[config.mk]
export PLATFORM = sky130hd
export DESIGN_NAME = uart_tx_cfg
export DESIGN_NICKNAME = d
export VERILOG_FILES = /design/src/rtl/uart_tx_cfg.sv
export SDC_FILE = /design/constraint.sdc
export NUM_CORES = 1
export LEC_CHECK = 0
export BUFFER_PORTS_ARGS = -buffer_cell sky130_fd_sc_hd__buf_2
export CORE_MARGIN = 10
export CORE_UTILIZATION = 56
export CTS_BUF_LIST = sky130_fd_sc_hd__clkbuf_8 sky130_fd_sc_hd__clkbuf_16
export DETAILED_ROUTE_END_ITERATION = 10
export GPL_TIMING_DRIVEN = 0
export PLACE_DENSITY = 0.78
export SYNTH_ARGS = -nofsm -noshare
export SYNTH_HDL_FRONTEND = slang
export SYNTH_SLANG_ARGS = --single-unit
[constraint.sdc]
create_clock -name clk -period 2.52 [get_ports clk]
set_input_delay 0.378 -clock clk [delete_from_list [all_inputs] [get_ports clk]]
set_output_delay 0.378 -clock clk [all_outputs]
set_load 0.1 [all_outputs]
[src/rtl/uart_tx_cfg.sv]
// Runtime-configurable UART transmitter: start bit, 5..DBIT_MAX data bits LSB-first,
// optional even/odd parity and 1 or 2 stop bits, timed by an external oversampling tick.
module uart_tx_cfg #(
    parameter int DBIT_MAX   = 8,
    parameter int OVERSAMPLE = 16
) (
    input  logic                clk,
    input  logic                reset,
    input  logic                tx_start,
    input  logic                s_tick,
    input  logic [DBIT_MAX-1:0] tx_din,
    input  logic [3:0]          cfg_dbits,
    input  logic [1:0]          cfg_parity,
    input  logic                cfg_stop2,
    output logic                tx,
    output logic                tx_busy,
    output logic                tx_done_tick,
    output logic [2:0]          state_out
);

    localparam int SW = $clog2(2 * OVERSAMPLE);
    localparam logic [SW-1:0] S_LAST  = SW'(OVERSAMPLE - 1);
    localparam logic [SW-1:0] S_LAST2 = SW'(2 * OVERSAMPLE - 1);
    localparam logic [3:0]    D_MAX   = 4'(DBIT_MAX);
    localparam logic [3:0]    D_MIN   = 4'd5;

    typedef enum logic [2:0] {
        IDLE   = 3'd0,
        START  = 3'd1,
        DATA   = 3'd2,
        PARITY = 3'd3,
        STOP   = 3'd4
    } state_t;

    state_t              state, state_n;
    logic [SW-1:0]       s, s_n;
    logic [3:0]          n, n_n;
    logic [DBIT_MAX-1:0] sh, sh_n;
    logic [3:0]          dbits, dbits_n;
    logic                par_en, par_en_n;
    logic                par_bit, par_bit_n;
    logic                stop2, stop2_n;
    logic                tx_r, tx_n;
    logic                busy_r, busy_n;
    logic                done_r, done_n;

    logic [3:0]          dclamp;
    logic                din_xor;

    // Clamp the requested width and fold the payload parity over the bits actually sent.
    always_comb begin
        dclamp = cfg_dbits;
        if (cfg_dbits < D_MIN)
            dclamp = D_MIN;
        else if (cfg_dbits > D_MAX)
            dclamp = D_MAX;
        din_xor = 1'b0;
        for (int i = 0; i < DBIT_MAX; i++) begin
            if (i < int'(dclamp))
                din_xor = din_xor ^ tx_din[i];
        end
    end

    always_ff @(posedge clk) begin
        if (reset) begin
            state   <= IDLE;
            s       <= '0;
            n       <= '0;
            sh      <= '0;
            dbits   <= '0;
            par_en  <= 1'b0;
            par_bit <= 1'b0;
            stop2   <= 1'b0;
            tx_r    <= 1'b1;
            busy_r  <= 1'b0;
            done_r  <= 1'b0;
        end else begin
            state   <= state_n;
            s       <= s_n;
            n       <= n_n;
            sh      <= sh_n;
            dbits   <= dbits_n;
            par_en  <= par_en_n;
            par_bit <= par_bit_n;
            stop2   <= stop2_n;
            tx_r    <= tx_n;
            busy_r  <= busy_n;
            done_r  <= done_n;
        end
    end

    always_comb begin
        state_n   = state;
        s_n       = s;
        n_n       = n;
        sh_n      = sh;
        dbits_n   = dbits;
        par_en_n  = par_en;
        par_bit_n = par_bit;
        stop2_n   = stop2;
        busy_n    = busy_r;
        done_n    = 1'b0;

        case (state)
            IDLE: begin
                if (tx_start) begin
                    state_n   = START;
                    s_n       = '0;
                    n_n       = '0;
                    sh_n      = tx_din;
                    dbits_n   = dclamp;
                    par_en_n  = (cfg_parity == 2'b01) || (cfg_parity == 2'b10);
                    par_bit_n = (cfg_parity == 2'b10) ? ~din_xor : din_xor;
                    stop2_n   = cfg_stop2;
                    busy_n    = 1'b1;
                end
            end
            START: begin
                if (s_tick) begin
                    if (s == S_LAST) begin
                        state_n = DATA;
                        s_n     = '0;
                        n_n     = '0;
                    end else begin
                        s_n = s + SW'(1);
                    end
                end
            end
            DATA: begin
                if (s_tick) begin
                    if (s == S_LAST) begin
                        s_n = '0;
                        if (n == dbits - 4'd1) begin
                            state_n = par_en ? PARITY : STOP;
                        end else begin
                            n_n  = n + 4'd1;
                            sh_n = sh >> 1;
                        end
                    end else begin
                        s_n = s + SW'(1);
                    end
                end
            end
            PARITY: begin
                if (s_tick) begin
                    if (s == S_LAST) begin
                        state_n = STOP;
                        s_n     = '0;
                    end else begin
                        s_n = s + SW'(1);
                    end
                end
            end
            STOP: begin
                if (s_tick) begin
                    if (s == (stop2 ? S_LAST2 : S_LAST)) begin
                        state_n = IDLE;
                        s_n     = '0;
                        busy_n  = 1'b0;
                        done_n  = 1'b1;
                    end else begin
                        s_n = s + SW'(1);
                    end
                end
            end
            default: state_n = IDLE;
        endcase

        // tx is registered from the next state so the line changes with the state itself.
        case (state_n)
            START:   tx_n = 1'b0;
            DATA:    tx_n = sh_n[0];
            PARITY:  tx_n = par_bit_n;
            default: tx_n = 1'b1;
        endcase
    end

    assign tx           = tx_r;
    assign tx_busy      = busy_r;
    assign tx_done_tick = done_r;
    assign state_out    = state;

endmodule

; Word level (Yosys, flattened, before mapping)
; Cells that the tools add are included.
[op_classes]
addsub = 3
n_lt_le_gt_ge = 10
eq_ne = 21
mux = 50
bitwise = 10
n_reduce_logical = 13
[ops]
columns = op, n
row1 = $mux 3, 11
row2 = $mux 4, 8
row3 = $mux 8, 4
row4 = $mux 5, 6
row5 = $lt 3x4->1 const A, 4
row6 = $ne 2x2->1 const B, 8
row7 = $pmux 8 s2, 1
row8 = $mux 1, 15
row9 = $pmux 3 s5, 1
row10 = $pmux 5 s3, 1
row11 = $eq 3x2->1 const B, 4
row12 = $pmux 4 s3, 1
row13 = $lt 1x4->1 const A, 2
row14 = $lt 2x4->1 const A, 2
row15 = $reduce_and 4->1, 2
row16 = $reduce_and 7->1, 1
row17 = $xor 1x1->1, 7
row18 = $eq 3x1->1 const B, 2
row19 = $reduce_bool 3->1, 2
row20 = $reduce_or 3->1, 2
row21 = $add 5x1->5 const B, 1
row22 = $eq 5x4->1 const B, 1
row23 = $eq 5x5->1, 1
row24 = $reduce_and 5->1, 1
row25 = 16 further kinds, 19
[word_totals]
regBits = 30
input_bits = 19
out_inout_bits = 6

; Logic depth before layout (Yosys ltp)
; Gate-level depths: netlist of run 1.
[depth]
depth_word = 24
ltp_mapped = 9

; Least setup slack after synthesis of run 1
; No wires, ideal clock.
[synth_path]
path_type = reg2reg
startpoint = register state[0], in the netlist state_out[0]
endpoint = register tx_r, in the netlist tx
setup_ps = 122
arrival_time_ps = 2280
t_required_ps = 2398
setup_slack_ps = 118
path_stages_with_launch = 6
path_buffers = 1
synth_period_minus_slack_ps = 2402
path_cell_list = dfxtp_1 buf_2 nand3_1 xor2_1 or4_1 o32a_1
[synth_between]
elab_chain_cells = 6
elab_cells_between_ends = 22
classes_between = 7 x eq/ne / 14 x mux / 1 x reduce/logical
[synth_lines]
columns = element, line_no
row1 = start: declaration, 35  ; state_t state, state_n;
row2 = start signal: assignment, 78  ; state <= state_n;
row3 = $mux 3, 133  ; if (n == dbits - 4'd1) begin
row4 = $mux 3, 131  ; if (s == S_LAST) begin
row5 = $mux 3, 130  ; if (s_tick) begin
row6 = $pmux 3 s5, 104  ; case (state)
row7 = $eq 3x2->1 / $eq 3x1->1 (equally long branches), 170  ; case (state_n)
row8 = $pmux 1 s3 *, 170
row9 = end signal: assignment, 86  ; tx_r <= tx_n;
row10 = end: declaration, 43  ; logic tx_r, tx_n;
; Mark *: on every way between the ends. The rest lies on a longest branch, timed or not.
; A chain may end at the register's enable or synchronous reset.

; Worst setup path in the final report of run 1
[layout_path]
startpoint = register s[0]
endpoint = register tx_r, in the netlist tx
[layout_between]
elab_chain_cells = 6
elab_cells_between_ends = 18
classes_between = 5 x eq/ne / 13 x mux
[layout_lines]
columns = element, line_no
row1 = start: declaration, 36  ; logic [SW-1:0] s, s_n;
row2 = start signal: assignment, 79  ; s <= s_n;
row3 = $eq 5x5->1 / $eq 5x4->1 (equally long branches), n/a
row4 = "$mux 3, on equally long branches (2 in series)", n/a
row5 = $pmux 3 s5, 104
row6 = $eq 3x2->1 / $eq 3x1->1 (equally long branches), 170
row7 = $pmux 1 s3 *, 170
; Mark *: on every way between the ends. The rest lies on a longest branch, timed or not. The select of a mux whose other input is x is not followed.

==> metrics, run 1 <==
run status completed; boundary pin count 25; buffer type at the clock tree root sky130_fd_sc_hd__clkbuf_8; fin nets 255; Placer Congestion approximately 0.87; Crit Path Max Fanout 5; Post-synth top cells 30 x sky130_fd_sc_hd__dfxtp_1, 19 x sky130_fd_sc_hd__nor2_1, 15 x sky130_fd_sc_hd__a21oi_1, 15 x sky130_fd_sc_hd__nand2_1, 10 x sky130_fd_sc_hd__a22oi_1; count of pins over their slew limit 0; Post-Synthesis Net Count 224; post-route cell area 0.001977 mm^2; count of TritonRoute iterations in the first routing pass 5; first-pass GRT wire length 6.989 mm; Critical Path Source Type flip-flop; average wire per standard cell 16.24 um; Reg2Reg Setup Slack 0.23 ns; number of enable-type register cells in the synthesized netlist 0; cell internal power dissipation between 0.8 and 0.9 mW; Pwr Density 578.9 mW/mm^2; maximum number of pins on one net before global-route repair 11; total detailed-routing wirelength 4.287 mm; drt initial violations between 150 and 200; most numerous cell in the Yosys netlist sky130_fd_sc_hd__dfxtp_1; launch instance of the worst register-to-register path s[0]$_SDFFE_PP0P_; Clock Pin Slew Worst Setup and Hold Paths 0.06 ns; floorplan die area 0.005698 mm^2; via count of the first global-routing pass between 1500 and 2000; Sequential Power Share 0.452; average instance area after synthesis about 8.7 um^2; area share of the largest cell type after synthesis 0.3483; synthesis-to-layout area growth 14.66%; number of clock sinks 30; Fin Setup TNS 0 ns; starting utilization of the core area 0.5742; average vias per placed instance roughly 6.3; Yosys cell types 49; part of the power in the clock network 0.349; Fmax about 440 MHz; max cap viols 0; final hold viol count 0; CTS Hold Bufs 0; crit path kind reg -> reg; proportion of register bits with asynchronous set or reset after synthesis 0; CTS resizes 0; depth of the worst register-to-register path 9; area leader, netlist sky130_fd_sc_hd__dfxtp_1; global route total overflow 0; Worst EP required 2.69 ns; main flop type after synthesis sky130_fd_sc_hd__dfxtp_1; antenna violations before repair 0; terminating pin of the worst hold path stop2$_SDFFE_PP0P_; Num CTS Buffers 5; core area ~0.003 mm^2; placed cell area 0.001886 mm^2; die width 75.49 um; Sw Share 0.2981; count of nets left with antenna violations after detail routing 0; area of the mapped netlist 0.001724 mm^2; leading cell types by total area after synthesis sky130_fd_sc_hd__dfxtp_1 35%, sky130_fd_sc_hd__xnor2_1 4.6%, sky130_fd_sc_hd__a21oi_1 4.4%; Hold WC Path Type in -> reg; number of antenna cells inserted 0; reported leakage power ~0.77 nW; number of setup buffers added after CTS 0; RSZ-0062 raised after global routing no; aggregate global-route resource usage 0.1594; TritonCTS clock tree yes; Final HPWL DP between 3 and 4 mm; beginning of the worst hold path cfg_stop2; via count 1660; count of cells along the worst hold path 3; share of the core filled with cells 0.6583; insertion delay to the later sink of the worst-skew pair approximately 0.29 ns; Worst VDD drop 454.4 uV; critical path endpoint category flip-flop; sequential cell area fraction in the yosys report 0.3483; Clock Skew roughly 0.0071 ns; Final period util 0.9097; quantity of I/O buffers inserted on ports 24; number of standard-cell rows in the floorplan 20; Tightest Pin Transition 0.6490 ns; flops & latches, synth 30; WP data arrival ~2.5 ns; Synth Warn # 0; Min Clock Period, post-route 2.292 ns; DR DRC count 0; power share of the combinational group 0.199; Worst R2R End tx$_SDFF_PP1_; Net Sw Power about 0.34 mW; maximum clock path buffer count 2; H-tree depth 2; slew margin rel. 0.5653; proportion of layout cells with a drive suffix above 1 0.1861; setup-violating endpoint count in the final report 0; cells after synthesis 199; Die H roughly 75 um
[stage by stage]
step                      cells  hold WS [ns]  power (mW)  setup WS (ns)
after floorplan             199        0.4332      0.6949         0.1177
after global placement      256        0.4484      0.7448         0.3504
after detailed placement    256        0.4528      0.7530         0.2548
after CTS                   264        0.3368       1.151         0.2326
after global routing        264        0.3631       1.204        0.06056
final                       264        0.3397       1.144         0.2276
[how the worst max path moves through the flow]
stage,from,to,slack (ns)
CTS,s[0]$_SDFFE_PP0P_,tx$_SDFF_PP1_,0.23
global route,s[0]$_SDFFE_PP0P_,tx$_SDFF_PP1_,0.06
global placement,s[0]$_SDFFE_PP0P_,tx$_SDFF_PP1_,0.35
finish,s[0]$_SDFFE_PP0P_,tx$_SDFF_PP1_,0.23
detailed placement,s[0]$_SDFFE_PP0P_,tx$_SDFF_PP1_,0.25
floorplan,state_out[0]$_SDFF_PP0_,tx$_SDFF_PP1_,0.12
[per-layer routing]
metal  routed length (um)  up-vias  track usage
met2                 2061       70       0.2587
met5                    0        -            0
met1                 1778      779       0.1843
met3                  313       18      0.04427
met4                  134        0      0.09072
li1                     -      793            -
[cell usage in the layout (no fill, tap or decap), drive strengths merged, types with 2 or more instances in the layout]
cell type  synthesis  layout
buf                2      26
ha                 6       6
o211ai             4       4
or4                2       2
nor4               2       2
or2                3       3
a21oi             15      15
a211oi             3       3
inv                9      10
nand2             15      15
xor2               4       4
a31oi              2       2
clkbuf             5      11
o31ai              2       2
nor2b              3       3
dfxtp             30      30
o21ai              7       7
nand3              9       9
or3                7       7
nor3               4       4
nor3b              2       2
o2bb2ai            6       6
xnor2             11      11
a22oi             10      10
nand2b             2       2
nor2              19      19
[power groups by stage]
stage / clock, mW / sequential (mW) / combinational [mW]
5_1_grt: 0.437 / 0.520 / 0.248
2_1_floorplan: 0 / 0.555 / 0.140
4_1_cts: 0.407 / 0.517 / 0.227
3_5_place_dp: 0 / 0.528 / 0.225
3_3_place_gp: 0 / 0.526 / 0.218
6_report: 0.400 / 0.517 / 0.227
[worst max-delay path, cell delays in order, from the launching register on]
cell and delay, ns:
sky130_fd_sc_hd__dfxtp_1 0.37, sky130_fd_sc_hd__ha_1 0.20, sky130_fd_sc_hd__nand3_1 0.15, sky130_fd_sc_hd__inv_1 0.10, sky130_fd_sc_hd__ha_1 0.22, sky130_fd_sc_hd__nand2_1 0.13
sky130_fd_sc_hd__or3_1 0.33, sky130_fd_sc_hd__nor4_1 0.34, sky130_fd_sc_hd__o22ai_1 0.15, sky130_fd_sc_hd__o32a_1 0.18
[cell type report]
cell class	count	area, um^2
Buffer	7	28.78
Clock buffer	6	82.58
Clock inverter	2	8.758
Fill cell	266	1026
Inverter	9	33.78
Multi-Input combinational cell	153	1061
Sequential cell	30	600.6
Tap cell	33	41.29
Timing Repair Buffer	24	120.1
[cell families after synthesis]
kind of cell    synth area share
compound gates            0.2213
flops                     0.3483
buf+inv                  0.03628
simple gates              0.2395
mux                     0.005806
xor+xnor                  0.1052
fa+ha+maj                0.04354
[registers in the layout (all words and copies together), names as in the netlist]
name	flops
tx_busy	1
stop2	1
sh	8
dbits	4
tx	1
n	4
s	5
par_bit	1
par_en	1
state_out	3
tx_done_tick	1
(Power assumes the default switching activity.)
==> inputs of run 2 (changes only) <==
BUFFER_PORTS_ARGS = -buffer_cell sky130_fd_sc_hd__buf_4   (was -buffer_cell sky130_fd_sc_hd__buf_2)
PLACE_DENSITY = 0.84   (was 0.78)
==> run 2 against run 1 <==
  * Design area rose by 4.0%
  * Global-route usage shrank 0.67 points
  * Critical path depth is the same
  * Sequential share of layout area shrank 1.2 points
  * Clock-buffer cell count rose by 2
  * Largest power group unchanged
  * Highest routed layer unchanged
  * Routed wire length is 4.7% lower
  * Clock skew fell by 0.0014 ns
  * Worst hold slack better by 0.018 ns
==> metrics, run 2 (synthesized netlist as in run 1, its figures left out) <==
number of clock sinks 30 (unchanged); Reg2Reg Setup Slack 0.28 ns (was 0.23 ns); kind of cell with the highest combined delay on the critical path simple AND/OR/NAND/NOR gates (unchanged); Worst EP required 2.69 ns (about the same); DR DRC count 0 (unchanged); Placer Congestion 0.9154 (was 0.8737); maximum clock path buffer count 2 (unchanged); number of standard-cell rows in the floorplan 20 (unchanged); Worst R2R End tx$_SDFF_PP1_ (unchanged); global route total overflow 0 (unchanged); count of pins over their slew limit 0 (unchanged); CP endpoint tx$_SDFF_PP1_ (unchanged); starting utilization of the core area 0.5742 (unchanged); Worst VDD drop 337.6 uV (was 454.4 uV); aggregate global-route resource usage 0.1527 (was 0.1594); top flop regs sh: 8 flops, s: 5 flops (unchanged); H-tree depth 2 (unchanged); via count of the first global-routing pass 1516 (was 1524); total detailed-routing wirelength 4.086 mm (was 4.287 mm); flip-flop count of the largest register, all copies and words added 8 (unchanged); buffer type at the clock tree root sky130_fd_sc_hd__clkbuf_8 (unchanged); most frequent standard cell in the layout excluding fill and tap cells sky130_fd_sc_hd__dfxtp_1 (unchanged); Top reg by flops sh (unchanged); placed cell area 0.001946 mm^2 (was 0.001886 mm^2); setup-violating endpoint count in the final report 0 (unchanged); final hold viol count 0 (unchanged); count of nets left with antenna violations after detail routing 0 (unchanged); die width 75.49 um (unchanged); Final HPWL DP 3.116 mm (was 3.265 mm); floorplan die area 0.005698 mm^2 (unchanged); worst setup path startpoint s[0]$_SDFFE_PP0P_ (unchanged); maximum number of pins on one net before global-route repair 11 (unchanged); CTS resizes 0 (unchanged); insertion delay to the later sink of the worst-skew pair 0.28 ns (was 0.29 ns); Critical Path Source Type flip-flop (unchanged); critical path, cell by cell ha_1 -> nand3_1 -> inv_1 -> ha_1 -> nand2_1 -> or3_1 -> nor4_1 -> or4_1 -> o32a_1 (was ha_1 -> nand3_1 -> inv_1 -> ha_1 -> nand2_1 -> or3_1 -> nor4_1 -> o22ai_1 -> o32a_1); Clock Pin Slew Worst Setup and Hold Paths 0.07 ns (was 0.06 ns); Num CTS Buffers 5 (unchanged); Die H 75.49 um (unchanged); fin nets 255 (unchanged); most frequent cell on the critical path sky130_fd_sc_hd__ha_1 (unchanged); number of antenna cells inserted 0 (unchanged); Fin Hold WS 0.3574 ns (was 0.3397 ns); Levels on crit path 9 (unchanged); TritonCTS clock tree yes (unchanged); boundary pin count 25 (unchanged); first-pass GRT wire length 6.775 mm (was 6.989 mm); Min Clock Period, post-route 2.244 ns (was 2.292 ns); antenna violations before repair 0 (unchanged); slew margin rel. 0.5661 (was 0.5653); run status completed (unchanged); depth of the worst register-to-register path 9 (unchanged); average wire per standard cell 15.48 um (was 16.24 um); WP data arrival 2.41 ns (was 2.46 ns); Hold WC Path Type in -> reg (unchanged); launch instance of the worst register-to-register path s[0]$_SDFFE_PP0P_ (unchanged); reported leakage power 0.7937 nW (was 0.7709 nW); Clock Skew 0.005647 ns (was 0.007057 ns); drt initial violations 77 (was 167); post-route cell area 0.002056 mm^2 (was 0.001977 mm^2); most frequent cells in the layout 30 x sky130_fd_sc_hd__dfxtp_1, 24 x sky130_fd_sc_hd__buf_4, 19 x sky130_fd_sc_hd__nor2_1, 15 x sky130_fd_sc_hd__nand2_1, 15 x sky130_fd_sc_hd__a21oi_1 (was 30 x sky130_fd_sc_hd__dfxtp_1, 26 x sky130_fd_sc_hd__buf_2, 19 x sky130_fd_sc_hd__nor2_1, 15 x sky130_fd_sc_hd__nand2_1, 15 x sky130_fd_sc_hd__a21oi_1); crit path kind reg -> reg (unchanged); Tightest Pin Transition 0.6508 ns (was 0.6490 ns); via count 1580 (was 1660); quantity of I/O buffers inserted on ports 24 (unchanged); buffers and inverters on the worst path 1 (unchanged); critical path endpoint category flip-flop (unchanged); number of setup buffers added after CTS 0 (unchanged); Fmax 445.7 MHz (was 436.2 MHz); synthesis-to-layout area growth 19.23% (was 14.66%); Fin Setup TNS 0 ns (unchanged); proportion of layout cells with a drive suffix above 1 0.1905 (was 0.1861); number of instances in the placed design 256 (unchanged); max cap viols 0 (unchanged); Pwr Density 589.7 mW/mm^2 (was 578.9 mW/mm^2); CTS Hold Bufs 0 (unchanged); average vias per placed instance 5.985 (was 6.288); count of TritonRoute iterations in the first routing pass 4 (was 5); Crit Path Max Fanout 5 (unchanged); cell at the slowest stage of the critical path sky130_fd_sc_hd__or4_1 (was sky130_fd_sc_hd__dfxtp_1); delay of the slowest critical-path stage 0.52 ns (was 0.37 ns); non-filler instance count after layout 264 (unchanged); RSZ-0062 raised after global routing no (unchanged); Final period util 0.8903 (was 0.9097); core area 0.003003 mm^2 (unchanged)
[run 2: routing by layer]
| layer | share of wire | routed length [um] | track usage |
|---|---|---|---|
| met3 | 0.042 | 171 | 0.03906 |
| met1 | 0.47 | 1933 | 0.1945 |
| met2 | 0.47 | 1918 | 0.2427 |
| met5 | 0 | 0 | 0 |
| met4 | 0.015 | 61 | 0.05567 |
[run 2: layout make-up]
cell class              count  area [um^2]
multi-input cells         153         1061
inverters                   9        33.78
clock buffers               8        110.1
well taps                  33        41.29
fillers                   260        947.2
repair buffers             24        180.2
plain buffers               7        28.78
flip-flops and latches     30        600.6
[run 2: power by group]
part	internal (mW)	switching [mW]
clock	0.276	0.182
sequential	0.499	0.0194
combinational	0.0995	0.138
[run 2: worst min path at each step]
stage | start | to | slack [ns] | depth (start not counted)
3_3_place_gp | sh[6]$_SDFFE_PP0P_ | sh[6]$_SDFFE_PP0P_ | 0.45 | 1
5_1_grt | cfg_stop2 | stop2$_SDFFE_PP0P_ | 0.36 | 3
6_report | cfg_stop2 | stop2$_SDFFE_PP0P_ | 0.36 | 3
2_1_floorplan | sh[2]$_SDFFE_PP0P_ | sh[2]$_SDFFE_PP0P_ | 0.43 | 1
4_1_cts | cfg_stop2 | stop2$_SDFFE_PP0P_ | 0.35 | 3
3_5_place_dp | sh[2]$_SDFFE_PP0P_ | sh[2]$_SDFFE_PP0P_ | 0.45 | 1
[run 2: stage by stage]
step / util / setup WS (ns) / total power [mW]
floorplan: - / 0.1177 / 0.6949
global placement: 0.6479 / 0.3125 / 0.7590
detailed placement: 0.6479 / 0.3043 / 0.7650
CTS: 0.6846 / 0.2904 / 1.220
global route: 0.6846 / 0.1466 / 1.260
finish: 0.6846 / 0.2764 / 1.212
[run 2: worst register-to-register path, cell delays in order (launching register included)]
cell	delay (ns)
sky130_fd_sc_hd__dfxtp_1	0.34
sky130_fd_sc_hd__ha_1	0.23
sky130_fd_sc_hd__nand3_1	0.15
sky130_fd_sc_hd__inv_1	0.06
sky130_fd_sc_hd__ha_1	0.23
sky130_fd_sc_hd__nand2_1	0.13
sky130_fd_sc_hd__or3_1	0.11
sky130_fd_sc_hd__nor4_1	0.05
sky130_fd_sc_hd__or4_1	0.52
sky130_fd_sc_hd__o32a_1	0.31
